==> src/rtl/uart_tx_arb.sv <==
// Round-robin arbiter sharing one UART TX byte interface between two requesters, with burst-based grants.
// Optional stalled-requester release is compiled in with `define UART_ARB_TIMEOUT_EN.
module uart_tx_arb #(
  parameter int unsigned MAX_BURST      = 16,
  parameter int unsigned TIMEOUT_CYCLES = 1024
) (
  input  logic       i_clk,
  input  logic       i_rst_n,
  input  logic       i_req0_valid,
  input  logic [7:0] i_req0_data,
  input  logic       i_req0_last,
  output logic       o_req0_ready,
  input  logic       i_req1_valid,
  input  logic [7:0] i_req1_data,
  input  logic       i_req1_last,
  output logic       o_req1_ready,
  output logic       o_tx_valid,
  output logic [7:0] o_tx_data,
  input  logic       i_tx_ready,
  output logic [1:0] o_grant,
  output logic       o_busy
);

  localparam int unsigned CW = $clog2(MAX_BURST + 1);

  if (MAX_BURST < 1 || MAX_BURST > 255 || TIMEOUT_CYCLES < 1) begin : g_bad_param
    $error("uart_tx_arb: illegal MAX_BURST or TIMEOUT_CYCLES");
  end

  typedef enum logic [1:0] {
    IDLE = 2'd0,
    GNT0 = 2'd1,
    GNT1 = 2'd2
  } state_t;

  state_t         state, state_next;
  logic           last_served;
  logic [CW-1:0]  burst_cnt;
  logic           tx_valid;
  logic [7:0]     tx_data;

  logic           free;
  logic           ready0, ready1;
  logic           grant_valid;
  logic           acc;
  logic [7:0]     acc_data;
  logic           acc_last;
  logic           burst_done;
  logic           timeout;
  logic           release_gnt;

  always_comb begin
    free        = ~tx_valid | i_tx_ready;
    ready0      = (state == GNT0) & free;
    ready1      = (state == GNT1) & free;
    grant_valid = ((state == GNT0) & i_req0_valid) | ((state == GNT1) & i_req1_valid);
    acc         = (i_req0_valid & ready0) | (i_req1_valid & ready1);
    // Only the granted requester's byte ever reaches the output mux.
    acc_data    = (state == GNT1) ? i_req1_data : i_req0_data;
    acc_last    = (state == GNT1) ? i_req1_last : i_req0_last;
    burst_done  = (burst_cnt == CW'(MAX_BURST - 1));
    release_gnt = (acc & (acc_last | burst_done)) | timeout;
  end

`ifdef UART_ARB_TIMEOUT_EN
  localparam int unsigned SW = $clog2(TIMEOUT_CYCLES + 1);
  logic [SW-1:0] stall_cnt;

  // Only cycles with the granted requester's valid low count; backpressure stalls keep valid high.
  always_ff @(posedge i_clk or negedge i_rst_n) begin
    if (!i_rst_n) begin
      stall_cnt <= '0;
    end else if (state == IDLE || grant_valid || release_gnt) begin
      stall_cnt <= '0;
    end else if (stall_cnt != SW'(TIMEOUT_CYCLES)) begin
      stall_cnt <= stall_cnt + 1'b1;
    end
  end

  assign timeout = (state != IDLE) & ~grant_valid & (stall_cnt == SW'(TIMEOUT_CYCLES));
`else
  assign timeout = 1'b0;
`endif

  always_comb begin
    state_next = state;
    case (state)
      IDLE: begin
        if (i_req0_valid && i_req1_valid) state_next = last_served ? GNT0 : GNT1;
        else if (i_req0_valid)            state_next = GNT0;
        else if (i_req1_valid)            state_next = GNT1;
      end
      GNT0, GNT1: begin
        if (release_gnt) state_next = IDLE;
      end
      default: state_next = IDLE;
    endcase
  end

  always_ff @(posedge i_clk or negedge i_rst_n) begin
    if (!i_rst_n) begin
      state       <= IDLE;
      last_served <= 1'b1;
      burst_cnt   <= '0;
    end else begin
      state <= state_next;
      if (release_gnt) begin
        last_served <= (state == GNT1);
        burst_cnt   <= '0;
      end else if (acc) begin
        burst_cnt <= burst_cnt + 1'b1;
      end
    end
  end

  always_ff @(posedge i_clk or negedge i_rst_n) begin
    if (!i_rst_n) begin
      tx_valid <= 1'b0;
      tx_data  <= '0;
    end else if (acc) begin
      tx_valid <= 1'b1;
      tx_data  <= acc_data;
    end else if (i_tx_ready) begin
      tx_valid <= 1'b0;
    end
  end

  assign o_req0_ready = ready0;
  assign o_req1_ready = ready1;
  assign o_tx_valid   = tx_valid;
  assign o_tx_data    = tx_data;
  assign o_grant      = {state == GNT1, state == GNT0};
  assign o_busy       = (state != IDLE) | tx_valid;

endmodule

==> config.mk <==
export PLATFORM = sky130hd
export DESIGN_NAME = uart_tx_arb
export DESIGN_NICKNAME = d
export VERILOG_FILES = /design/src/rtl/uart_tx_arb.sv
export SDC_FILE = /design/constraint.sdc
export NUM_CORES = 1
export LEC_CHECK = 0
export CAP_MARGIN = 10
export CELL_PAD_IN_SITES_DETAIL_PLACEMENT = 1
export CELL_PAD_IN_SITES_GLOBAL_PLACEMENT = 1
export CORE_MARGIN = 3
export CORE_UTILIZATION = 28
export DETAILED_ROUTE_END_ITERATION = 12
export GPL_ROUTABILITY_DRIVEN = 0
export PLACE_DENSITY = 0.75
export SYNTH_ARGS = -nofsm -noshare
export SYNTH_HDL_FRONTEND = slang
export SYNTH_SLANG_ARGS = --single-unit
==> constraint.sdc <==
create_clock -name i_clk -period 1.9 [get_ports i_clk]
set_clock_uncertainty 0.2 [all_clocks]
set_input_delay 0.285 -clock i_clk [delete_from_list [all_inputs] [get_ports i_clk]]
set_output_delay 0.285 -clock i_clk [all_outputs]
set_load 0.01 [all_outputs]
==> summary.txt <==
Synthesis
  – Post-synth EDFFs: 0
  – Netlist cell types: 24
  – Yosys top cell area share: about 45%
  – Sequential fraction of the synthesis area: 47.8%
  – Area contributors post-synth: dfrtp_1, mux2i_1, ha_1, o21ai_0, nand2_1
  – Yosys reg bits: 17
  – Net Count, Synth: around 120
  – Synthesis Warnings: 0
  – Post-synth top area cell: dfrtp_1
  – Syn Area/Cell: slightly above 10 sq um
  – Cells after Synth: slightly below 90
  – Top_reg_cell synth: dfrtp_1
  – Most frequent cell after synthesis: dfrtp_1
  – Post-Syn Area: 892 sq um
  – Synth cell count leaders: dfrtp_1, nand2_1, o21ai_0
  – Async S/R FF share, synth: 100%

Setup path
  – Startpoint Class: flop
  – CP arrival: between 1.5 and 2 ns
  – Worst EP required: between 1.5 and 2 ns
  – Worst reg2reg path endpoint: last_served
  – Reg2reg start: state[1]
  – R2r worst-path depth: 5
  – Worst setup EP type: flop
  – Crit path max fanout: 5
  – FF-to-FF setup slack: 0.003 ns
  – Crit path kind: reg2reg

Route
  – DR iter-0 viols: 14
  – Routed wire length per instance: between 10 and 15 um
  – Detailed Route WL: around 2.5 mm
  – Met1 wire length: around 1000 um
  – Vias: ~830
  – Router iterations before antenna repair: 4
  – Vias/cell: approximately 4.6
  – Metal3 WL: slightly above 100 um
  – Residual DRC: 0
  – Met2 WL: ~1.3 mm
  – Uppermost layer routed: met4
  – Remaining antenna violation count: 0

Status
  – Status: finished, final reports clean

Power
  – PD cells: between 1000 and 1500 nW/um^2
  – Net Sw Frac: a little under two fifths
  – Maximum vdd drop: approximately 0.00063 V
  – Share of power burned in combinational logic: approximately three fifths
  – Sequential power share: approximately 29%
  – Switch Pwr: 802 uW
  – Clock Power Share: a little under a tenth
  – Pint: 1.30 mW
  – Lkg Pwr: approximately 0.66 nW

Finish
  – Fin cells: 180
  – Area Growth Syn to Fin: 65.1%
  – Share of layout cells above drive strength 1: between 20 and 30%
  – N_diodes: 0
  – Fin util: roughly half
  – Layout Nets: approximately 170

Global route
  – Largest net degree at the start of global routing: 22
  – Initial antenna violation count: 0
  – Global-route wire length before repair: a little over 4 mm
  – Number of global-route vias before repair: roughly 900
  – Grt total ovfl: 0
  – All-Layer GR Usage: between 10% and 20%

STA
  – RSZ-0062 raised after global routing: true
  – Min Clock Period, post-route: 1.90 ns
  – Fin Setup TNS: 0 ns
  – Endpoints failing hold: 0
  – Max transition margin: around 86%
  – Period utilization: approximately 100%
  – Fin Hold WS: 0.102 ns
  – Worst slew pin tran: around 0.21 ns
  – Fmax: approximately 530 MHz
  – Setup Viol. Count Final: 0
  – Final WS setup: 0.00301 ns
  – Max Transition Viols Final: 0

Placement
  – Placed insts: between 150 and 200
  – Port bufs: 36
  – Placement Setup Slack: -0.157 ns
  – Dpl hpwl: between 1.5 and 2 mm

Die
  – Die width: approximately 62 um
  – Starting Density: between 30% and 40%
  – Core Region: slightly below 3000 sq um
  – # IOs: 37
  – Num rows: 19
  – Die Y: between 60 and 70 um
  – Die ar.: 3900 sq um

Clocking
  – CTS Buffer Depth: 2
  – Sink Count: 17
  – Clk Latency, worst-skew pair: a little under 0.3 ns
  – CTS tree: done
  – Clock slew at reported path FFs: approximately 0.11 ns
  – H-tree Lvls: 1
  – Clock Root Buffer: clkbuf_4
  – TritonCTS Buffers: 3

Job
  – Max Cap Viol: 0

Min path
  – Hold WC Path Type: in2async
==> registers in the layout, indices dropped and copies added (netlist names) <==
signal and count:
o_tx_data 8, burst_cnt 5, state 2, last_served 1, o_tx_valid 1
==> critical path, stage by stage (launching register included) <==
cell      delay (ns)
dfrtp_1         0.41
buf_4           0.15
ha_4            0.17
mux2_4          0.32
o211ai_2        0.23
mux2_2          0.36
==> per-layer routing <==
metal	GRT usage (%)	vias to the layer above
li1	-	402
met1	14.2	409
met2	24.5	21
met3	3.42	2
met4	4.96	0
met5	0	-
==> layout make-up <==
| class | instances | area, sq um |
|---|---|---|
| fillers | 341 | 1430 |
| well taps | 42 | 52.6 |
| flip-flops and latches | 17 | 427 |
| repair buffers | 50 | 450 |
| clock buffers | 4 | 26.3 |
| multi-input cells | 63 | 502 |
| inverters | 4 | 15.0 |
==> how the worst max path moves through the flow <==
| stage | startpoint | end | cells past startpoint | slack [ns] |
|---|---|---|---|---|
| finish | state[1] | last_served | 5 | 0.003 |
| global route | state[1] | last_served | 5 | -0.05 |
| CTS | burst_cnt[0] | burst_cnt[3] | 5 | 0.004 |
| detailed placement | i_tx_ready | o_req1_ready | 4 | -0.16 |
| global placement | i_tx_ready | o_req0_ready | 4 | -0.08 |
| floorplan | state[0] | burst_cnt[3] | 5 | 0.02 |
==> repair_timing <==
action,in CTS,in global routing
setup endpoints to repair,13,12
hold buffers,0,0
setup buffers,2,1
resized for setup,16,12
pin swaps,0,2
==> power by group through the flow <==
stage                     clock (mW)  sequential, mW  combinational [mW]
final                          0.201           0.604                1.30
after global routing           0.221           0.624                1.42
after CTS                      0.208           0.607                1.23
after detailed placement           0           0.613                1.19
after global placement             0           0.605                1.14
after floorplan                    0           0.645               0.568
==> per-stage QoR <==
step / power, mW / cell area [sq um]
2_1_floorplan: 1.21 / 892
3_3_place_gp: 1.75 / 1380
3_5_place_dp: 1.80 / 1380
4_1_cts: 2.05 / 1440
5_1_grt: 2.27 / 1470
6_report: 2.10 / 1470
==> layout by cell type, fill, tap and decap left out, types with 2 or more instances in the layout <==
cell | synthesis | layout
and2_1 | 3 | 3
buf_4 | 0 | 14
clkbuf_2 | 0 | 3
clkbuf_4 | 0 | 3
clkdlybuf4s50_1 | 0 | 31
dfrtp_1 | 16 | 16
ha_4 | 0 | 4
inv_1 | 4 | 2
inv_2 | 0 | 2
mux2i_1 | 10 | 10
nand2_1 | 14 | 14
nand2b_1 | 4 | 4
nand3_1 | 2 | 2
o21ai_0 | 11 | 9
o21ai_1 | 2 | 4
==> cell families after synthesis <==
family          synth area share (%)
simple gates                    15.7
compound gates                  12.6
flops                           47.8
mux                             13.7
buf+inv                         3.08
fa+ha+maj                       7.01
Note: power is estimated with default switching activity, not from simulation.
